**src/rtl/shift_sequencer_if.sv**
```systemverilog
// Bundles the two request ports, the response port and the datapath hookup of
// shift_sequencer. The slave modport is the sequencer; the master modport is its environment.
interface shift_sequencer_if #(
  parameter int DATA_W = 16,
  parameter int AMT_W  = 6
);
  logic              req0_valid;
  logic              req0_ready;
  logic [DATA_W-1:0] req0_data;
  logic [AMT_W-1:0]  req0_amt;
  logic              req0_lr;
  logic              req0_rot;

  logic              req1_valid;
  logic              req1_ready;
  logic [DATA_W-1:0] req1_data;
  logic [AMT_W-1:0]  req1_amt;
  logic              req1_lr;
  logic              req1_rot;

  logic              rsp_valid;
  logic              rsp_ready;
  logic [DATA_W-1:0] rsp_data;
  logic              rsp_id;
  logic              busy;

  logic [DATA_W-1:0] sh_x;
  logic [3:0]        sh_shift;
  logic              sh_lr;
  logic              sh_rot;
  logic [DATA_W-1:0] sh_result;

  modport master (
    output req0_valid, req0_data, req0_amt, req0_lr, req0_rot,
    output req1_valid, req1_data, req1_amt, req1_lr, req1_rot,
    output rsp_ready, sh_result,
    input  req0_ready, req1_ready,
    input  rsp_valid, rsp_data, rsp_id, busy,
    input  sh_x, sh_shift, sh_lr, sh_rot
  );

  modport slave (
    input  req0_valid, req0_data, req0_amt, req0_lr, req0_rot,
    input  req1_valid, req1_data, req1_amt, req1_lr, req1_rot,
    input  rsp_ready, sh_result,
    output req0_ready, req1_ready,
    output rsp_valid, rsp_data, rsp_id, busy,
    output sh_x, sh_shift, sh_lr, sh_rot
  );
endinterface

```
**src/rtl/shift_sequencer.sv**
```systemverilog
// Round-robin controller for the shared 16-bit shifter/rotator: splits 0..63-bit
// amounts into passes of at most PASS_MAX bits and returns the accumulated result.
module shift_sequencer #(
  parameter int DATA_W   = 16,
  parameter int AMT_W    = 6,
  parameter int PASS_MAX = 15
) (
  input  logic             clk,
  input  logic             reset_n,
  shift_sequencer_if.slave bus
);

  localparam int SH_W = 4;

  typedef enum logic [1:0] {
    IDLE = 2'd0,
    PASS = 2'd1,
    DONE = 2'd2
  } state_t;

  state_t            state_q;
  logic [DATA_W-1:0] acc_q;
  logic [AMT_W-1:0]  rem_q;
  logic              lr_q;
  logic              rot_q;
  logic              id_q;
  logic              ptr_q;

  logic              grant_id;
  logic              ready0;
  logic              ready1;
  logic              hs;
  logic [DATA_W-1:0] sel_data;
  logic [AMT_W-1:0]  sel_amt;
  logic              sel_lr;
  logic              sel_rot;
  logic [SH_W-1:0]   pass_amt;
  logic [AMT_W-1:0]  rem_d;
  logic              in_pass;
  logic              in_done;

  function automatic logic [SH_W-1:0] clamp_pass(input logic [AMT_W-1:0] rem);
    if (rem > AMT_W'(PASS_MAX)) return SH_W'(PASS_MAX);
    return rem[SH_W-1:0];
  endfunction

  // Pointer only breaks ties; a lone valid requester always wins.
  always_comb begin
    grant_id = (bus.req0_valid && bus.req1_valid) ? ptr_q : bus.req1_valid;
    ready0   = (state_q == IDLE) && !grant_id && bus.req0_valid;
    ready1   = (state_q == IDLE) &&  grant_id && bus.req1_valid;
    hs       = ready0 || ready1;
    sel_data = grant_id ? bus.req1_data : bus.req0_data;
    sel_amt  = grant_id ? bus.req1_amt  : bus.req0_amt;
    sel_lr   = grant_id ? bus.req1_lr   : bus.req0_lr;
    sel_rot  = grant_id ? bus.req1_rot  : bus.req0_rot;
    pass_amt = clamp_pass(rem_q);
    rem_d    = rem_q - AMT_W'(pass_amt);
    in_pass  = (state_q == PASS);
    in_done  = (state_q == DONE);
  end

  assign bus.req0_ready = ready0;
  assign bus.req1_ready = ready1;
  assign bus.busy       = (state_q != IDLE);
  assign bus.rsp_valid  = in_done;
  assign bus.rsp_data   = in_done ? acc_q : '0;
  assign bus.rsp_id     = in_done && id_q;
  assign bus.sh_x       = in_pass ? acc_q : '0;
  assign bus.sh_shift   = in_pass ? pass_amt : '0;
  assign bus.sh_lr      = in_pass && lr_q;
  assign bus.sh_rot     = in_pass && rot_q;

  always_ff @(posedge clk or negedge reset_n) begin
    if (!reset_n) begin
      state_q <= IDLE;
      acc_q   <= '0;
      rem_q   <= '0;
      lr_q    <= 1'b0;
      rot_q   <= 1'b0;
      id_q    <= 1'b0;
      ptr_q   <= 1'b0;
    end else begin
      case (state_q)
        IDLE: begin
          if (hs) begin
            acc_q   <= sel_data;
            rem_q   <= sel_amt;
            lr_q    <= sel_lr;
            rot_q   <= sel_rot;
            id_q    <= grant_id;
            ptr_q   <= ~grant_id;
            state_q <= (sel_amt != '0) ? PASS : DONE;
          end
        end
        PASS: begin
          acc_q <= bus.sh_result;
          rem_q <= rem_d;
          if (rem_d == '0) state_q <= DONE;
        end
        DONE: begin
          // Returning to IDLE here means no grant can coincide with the response handshake.
          if (bus.rsp_ready) state_q <= IDLE;
        end
        default: state_q <= IDLE;
      endcase
    end
  end

endmodule

```
**src/flat_wrapper.sv**
```systemverilog
// flat-port wrapper written by rule: the top's interface ports become plain ports
module shift_sequencer_flat 
#(
  parameter int DATA_W   = 16,
  parameter int AMT_W    = 6,
  parameter int PASS_MAX = 15
)
  (clk, reset_n, bus_req0_valid, bus_req0_data, bus_req0_amt, bus_req0_lr, bus_req0_rot, bus_req1_valid, bus_req1_data, bus_req1_amt, bus_req1_lr, bus_req1_rot, bus_rsp_ready, bus_sh_result, bus_req0_ready, bus_req1_ready, bus_rsp_valid, bus_rsp_data, bus_rsp_id, bus_busy, bus_sh_x, bus_sh_shift, bus_sh_lr, bus_sh_rot);
  shift_sequencer_if #(.DATA_W(DATA_W), .AMT_W(AMT_W)) bus_i ();
  input  logic clk;
  input  logic reset_n;
  input wire logic [$bits(bus_i.req0_valid)-1:0] bus_req0_valid;
  input wire logic [$bits(bus_i.req0_data)-1:0] bus_req0_data;
  input wire logic [$bits(bus_i.req0_amt)-1:0] bus_req0_amt;
  input wire logic [$bits(bus_i.req0_lr)-1:0] bus_req0_lr;
  input wire logic [$bits(bus_i.req0_rot)-1:0] bus_req0_rot;
  input wire logic [$bits(bus_i.req1_valid)-1:0] bus_req1_valid;
  input wire logic [$bits(bus_i.req1_data)-1:0] bus_req1_data;
  input wire logic [$bits(bus_i.req1_amt)-1:0] bus_req1_amt;
  input wire logic [$bits(bus_i.req1_lr)-1:0] bus_req1_lr;
  input wire logic [$bits(bus_i.req1_rot)-1:0] bus_req1_rot;
  input wire logic [$bits(bus_i.rsp_ready)-1:0] bus_rsp_ready;
  input wire logic [$bits(bus_i.sh_result)-1:0] bus_sh_result;
  output wire logic [$bits(bus_i.req0_ready)-1:0] bus_req0_ready;
  output wire logic [$bits(bus_i.req1_ready)-1:0] bus_req1_ready;
  output wire logic [$bits(bus_i.rsp_valid)-1:0] bus_rsp_valid;
  output wire logic [$bits(bus_i.rsp_data)-1:0] bus_rsp_data;
  output wire logic [$bits(bus_i.rsp_id)-1:0] bus_rsp_id;
  output wire logic [$bits(bus_i.busy)-1:0] bus_busy;
  output wire logic [$bits(bus_i.sh_x)-1:0] bus_sh_x;
  output wire logic [$bits(bus_i.sh_shift)-1:0] bus_sh_shift;
  output wire logic [$bits(bus_i.sh_lr)-1:0] bus_sh_lr;
  output wire logic [$bits(bus_i.sh_rot)-1:0] bus_sh_rot;
  assign bus_i.req0_valid = bus_req0_valid;
  assign bus_i.req0_data = bus_req0_data;
  assign bus_i.req0_amt = bus_req0_amt;
  assign bus_i.req0_lr = bus_req0_lr;
  assign bus_i.req0_rot = bus_req0_rot;
  assign bus_i.req1_valid = bus_req1_valid;
  assign bus_i.req1_data = bus_req1_data;
  assign bus_i.req1_amt = bus_req1_amt;
  assign bus_i.req1_lr = bus_req1_lr;
  assign bus_i.req1_rot = bus_req1_rot;
  assign bus_i.rsp_ready = bus_rsp_ready;
  assign bus_i.sh_result = bus_sh_result;
  assign bus_req0_ready = bus_i.req0_ready;
  assign bus_req1_ready = bus_i.req1_ready;
  assign bus_rsp_valid = bus_i.rsp_valid;
  assign bus_rsp_data = bus_i.rsp_data;
  assign bus_rsp_id = bus_i.rsp_id;
  assign bus_busy = bus_i.busy;
  assign bus_sh_x = bus_i.sh_x;
  assign bus_sh_shift = bus_i.sh_shift;
  assign bus_sh_lr = bus_i.sh_lr;
  assign bus_sh_rot = bus_i.sh_rot;
  shift_sequencer #(.DATA_W(DATA_W), .AMT_W(AMT_W), .PASS_MAX(PASS_MAX)) u_core (.clk(clk), .reset_n(reset_n), .bus(bus_i));
endmodule
```
**config.mk**
```make
export PLATFORM = sky130hd
export DESIGN_NAME = shift_sequencer_flat
export DESIGN_NICKNAME = d
export VERILOG_FILES = /design/src/rtl/shift_sequencer_if.sv /design/src/rtl/shift_sequencer.sv /design/src/flat_wrapper.sv
export SDC_FILE = /design/constraint.sdc
export NUM_CORES = 1
export LEC_CHECK = 0
export BUFFER_PORTS_ARGS = -buffer_cell sky130_fd_sc_hd__buf_2
export CORE_MARGIN = 3
export CORE_UTILIZATION = 30
export CTS_CLUSTER_DIAMETER = 80
export CTS_CLUSTER_SIZE = 8
export DETAILED_ROUTE_END_ITERATION = 8
export PLACE_DENSITY_LB_ADDON = 0.15
export SYNTH_ARGS = -nofsm -noshare
export SYNTH_HDL_FRONTEND = slang
export SYNTH_SLANG_ARGS = --single-unit
```
**constraint.sdc**
```tcl
create_clock -name clk -period 3 [get_ports clk]
set_input_delay 0.3 -clock clk [delete_from_list [all_inputs] [get_ports clk]]
set_output_delay 0.3 -clock clk [all_outputs]
set_load 0.02 [all_outputs]
```
After elaboration in Yosys (flattened, before gate mapping)
Cells that the tools add are included.
W data, S select, Z words.
{ "totals": {"register_bits": 28, "inputBits": 69, "output_inout_bits": 43, "elab_cells": 53} }
{ "classes": {"addsub": 1, "n_lt_le_gt_ge": 1, "eq_ne": 5, "mux": 20, "bitwise_logic": 1, "reduce_logical": 18} }
{ "ops": {"columns": ["op", "n"], "rows": [
  ["$mux W16", 4],
  ["$pmux W16 S2", 1],
  ["$mux W4", 3],
  ["$mux W6", 2],
  ["$pmux W6 S2", 1],
  ["$logic_and A1 B1 Y1", 8],
  ["$mux W2", 4],
  ["$gt A6 B4 Y1 const B", 1],
  ["$logic_not A6 Y1", 1],
  ["$pmux W2 S3", 1],
  ["$reduce_bool A6 Y1", 1],
  ["$sub A6 B4 Y6", 1],
  ["$mux W1", 4],
  ["$ne A2 B2 Y1 const B", 2],
  ["$reduce_and A2 Y1", 2],
  ["$reduce_bool A2 Y1", 2],
  ["$reduce_and A3 Y1", 1],
  ["$eq A2 B1 Y1 const B", 1],
  ["$eq A2 B2 Y1 const B", 1],
  ["$logic_not A2 Y1", 1],
  ["$ne A2 B1 Y1 const B", 1],
  ["$logic_not A1 Y1", 1],
  ["$logic_or A1 B1 Y1", 1],
  ["$not A1 Y1", 1]
]} }

Logic depth before layout (Yosys ltp)
{ "depth": {"word_depth": 8, "mapped_depth": 8, "ltp_nobuf": 7} }

Least setup slack after synthesis
No wires, ideal clock.
{ "synth_timing": {"path_kind": "register -> output", "startpoint": "reg u_core.state_q[1]", "endpoint": "out bus_rsp_data[10]", "arrival_ns": 1.354, "required_time_ns": 2.700, "setup_slack_ns": 1.346, "stages_incl_launch_ff": 4, "path_buffers": 1, "cell_sequence": "dfrtp_1 > nor2b_1 > clkbuf_1 > and2_1"} }
{ "synth_via": {"elab_chain_cells": 2} }
{ "synth_rtl": {"columns": ["element", "line", "text"], "rows": [
  ["from (decl)", "shift_sequencer.sv:21", "state_t state_q;"],
  ["from (signal assigned)", "shift_sequencer.sv:93", "state_q <= (sel_amt != '0) ? PASS : DONE;"],
  ["$eq A2 B2 Y1", "shift_sequencer.sv:60", "in_done = (state_q == DONE);"],
  ["via bus_rsp_valid", "flat_wrapper.sv:26", "output wire logic [$bits(bus_i.rsp_valid)-1:0] bus_rsp_valid;"],
  ["$mux W16", "shift_sequencer.sv:67", "assign bus.rsp_data = in_done ? acc_q : '0;"],
  ["to (decl)", "flat_wrapper.sv:27", "output wire logic [$bits(bus_i.rsp_data)-1:0] bus_rsp_data;"]
]} }
The timed path passes the listed nets, and every way through them passes these cells.

Worst setup path in the final report
{ "layout_timing": {"startpoint": "reg u_core.state_q[1]", "endpoint": "out bus_rsp_data[13]"} }
{ "layout_via": {"elab_chain_cells": 2} }
{ "layout_rtl": {"columns": ["element", "line"], "rows": [
  ["$eq A2 B2 Y1", "shift_sequencer.sv:60"],
  ["$mux W16", "shift_sequencer.sv:67"]
]} }
Every way passes these cells.

==> results.md <==
Synthesis
• **number of enable-type register cells in the synthesized netlist** 0
• **Yosys Warn Count** 0
• **number of unique standard cell types used by synthesis** 39
• **Post-Synthesis Cells** 255
• **mapped cell area** 0.001986 sq mm
• **total nets after synthesis** 325
• **dominant synthesized flop cell** dfrtp_1
• **total of flip-flops plus latches after synthesis** 28
• **mean area per synthesized cell** 7.787 sq um
• **sequential fraction of the synthesis area** 0.3529
• **share of synthesized flip-flops with an asynchronous set or reset** 1.000

Die
• **Core Box Area** 0.006386 sq mm
• **floorplan row count** 29
• **floorplan die height** 87.36 um
• **Top Ports** 112
• **die width** 87.36 um
• **Die ar.** 0.007631 sq mm
• **initial cell density of the core** 0.3109

Global routing
• **overflow left after global routing** 0
• **number of global-route vias before repair** 2178
• **largest net degree at the start of global routing** 29
• **total routing resource utilization after global routing** 0.1747
• **wire length of the first global-routing pass** 10.61 mm
• **initial antenna violation count** 0

Hold path
• **class of the tightest hold or removal check** input port to async pin

Timing
• **final critical-path share of the clock period** 0.7011
• **setup-violating endpoint count in the final report** 0
• **Post-Route Hold Slack** 0.04996 ns
• **min cycle time layout** 2.103 ns
• **Final Slew Violations** 0
• **max frequency** 475.5 MHz
• **Worst slew margin** 0.3762
• **setup repair after global routing missed its margin** no
• **final hold vios** 0
• **actual transition at the worst max-transition pin** 0.9357 ns
• **final-layout setup total negative slack** 0 ns
• **Max Clock Skew** 0.003420 ns

Power and ir drop
• **Worst IR Drop VDD** 0.0003402 V
• **switching part of the total** 0.4963
• **switching power summed over all nets** 1225 uW
• **sequential share of power** 0.297
• **Gate power share** 0.620
• **portion of total power attributed to the clock network** 0.083
• **Internal Dissipation** 1243 uW
• **Leakage Power** 0.001353 uW
• **cell area power density** 940.8 mW/mm^2

Placed design
• **half-perimeter wire length of the detailed placement result** 4.948 mm
• **# port buffers** 111
• **gp weighted congestion** 0.8668
• **# placed instances** 427

Clock tree
• **clock buffer count from CTS** 3
• **number of clock sinks seen by CTS** 28
• **maximum clock path buffer count** 2
• **H-tree levels** 1
• **CTS tree** yes
• **number of hold buffers added after CTS** 0
• **setup fix buffers added after clock tree synthesis** 0
• **library cell used as clock root buffer** clkbuf_8
• **post-CTS clock slew at the launch and capture registers of the worst setup and hold paths** 0.09 ns
• **Skew-Pair Late Insertion Delay** 0.27 ns
• **Post-CTS Resized** 0

Setup path
• **crit end category** output pin
• **critical path startpoint** u_core.state_q[1]
• **critical path fanouts, max** 11
• **start of the worst register-to-register path** u_core.state_q[1]
• **startpoint-to-endpoint class of the critical path** register to output pin
• **Critical Path RT** 2.70 ns
• **Crit path arrival time** 1.80 ns
• **launching element type of the critical path** register

Drt
• **wire length per cell** 15.27 um
• **DR vias/cell** 5.053
• **initial DRC count** 90
• **total wirelength of the detailed-routed design** 6.567 mm
• **post-detailed-route DRC marker count** 0
• **number of iterations in the first detailed-routing pass** 4
• **routed via count** 2173
• **count of antenna-violating nets left after detailed routing** 0

Final layout
• **Sequential cell area** 700.7 sq um
• **most frequent standard cell in the layout excluding fill and tap cells** buf_2
• **area of combinational cells with multiple inputs** 0.001174 sq mm
• **Syn-to-layout area delta** 32.14%
• **Non-Filler Instances** 430
• **most frequent cells in the layout** buf_2, and2_1, o21ai_0
• **antenna cells** 0
• **Nets** 425
• **filler cell count in the final layout** 692
• **layout cells sized above 1** 0.3598

Outcome
• **outcome** complete, no violations

Flow run
• **number of violations of the max-capacitance limit** 0

-- worst max-delay path, cell delays in order (launching register included) --
cell and delay (ns):
dfrtp_1 0.42, nor2b_1 0.53, buf_4 0.29, and2_1 0.13
buf_2 0.15
-- layout make-up --
cell class                      instances  area share
Clock buffer                            3     0.01574
Inverter                                5    0.007153
Multi-Input combinational cell        201      0.4473
Sequential cell                        28      0.2670
Tap cell                               77     0.03672
Timing Repair Buffer                  116      0.2260
-- layer usage --
layer / vias up / wire, um / GRT usage
li1: 1089 / - / -
met1: 983 / 3025 / 0.2436
met2: 93 / 2943 / 0.2890
met3: 8 / 520 / 0.01987
met4: 0 / 78 / 0.03905
met5: - / 0 / 0
-- cells in the mapped netlist, types with 2 or more instances --
library cell,n,area (sq um)
buf_2,7,35.03
a211oi_1,18,135.1
nor2_1,16,60.06
nand3_1,2,10.01
and2_1,35,219.0
a31oi_1,3,18.77
o21ai_0,29,145.1
mux2i_1,4,40.04
or2_2,2,12.51
nand4_1,2,12.51
o22ai_1,2,12.51
nand2b_1,3,18.77
and3_1,17,106.4
clkbuf_1,13,48.80
inv_1,5,18.77
nor2b_1,3,18.77
a21oi_1,8,40.04
dfrtp_1,28,700.7
nor3_1,4,20.02
or2b_1,2,15.01
o21ai_1,9,45.04
a21boi_0,2,15.01
nand2_1,25,93.84
-- worst paths after layout --
kind	slack, ns	endpoint	cells after the start
min in group clk	0.30	u_core.acc_q[0]	3
min	0.05	u_core.acc_q[0]	1
max	0.90	bus_rsp_data[13]	4
max reg2reg	1.16	u_core.rem_q[0]	3
max in group asynchronous	2.52	u_core.rem_q[0]	1
min reg2reg	0.48	u_core.id_q	1
-- cell families after synthesis --
kind of cell | count (synthesis) | share of synthesized area
flip-flops | 28 | 0.3529
adder cells (fa/ha/maj) | 1 | 0.006300
multiplexers | 4 | 0.02016
AND/OR/NAND/NOR | 117 | 0.3182
buffers and inverters | 26 | 0.05734
AO/OA/AOI/OAI | 79 | 0.2451
-- stage by stage --
step	worst slack, ns	power, uW	util	area (sq um)
after floorplan	1.346	1804	-	1986
after global placement	1.152	2269	0.4044	2582
after detailed placement	1.078	2289	0.4044	2582
after CTS	0.8413	2501	0.4109	2624
after global routing	0.7241	2709	0.4109	2624
final	0.8968	2468	0.4109	2624
-- power groups by stage --
stage          Combinational, uW  Sequential [uW]  Clock [uW]
2_1_floorplan               1120              688           0
3_3_place_gp                1540              730           0
3_5_place_dp                1550              736           0
4_1_cts                     1560              730         215
5_1_grt                     1720              765         229
6_report                    1530              734         205
-- registers in the layout, summed over array words and instances (netlist names) --
| register | flops |
|---|---|
| u_core.acc_q | 16 |
| u_core.id_q | 1 |
| u_core.lr_q | 1 |
| u_core.ptr_q | 1 |
| u_core.rem_q | 6 |
| u_core.rot_q | 1 |
| u_core.state_q | 2 |
(Power assumes the default switching activity.)
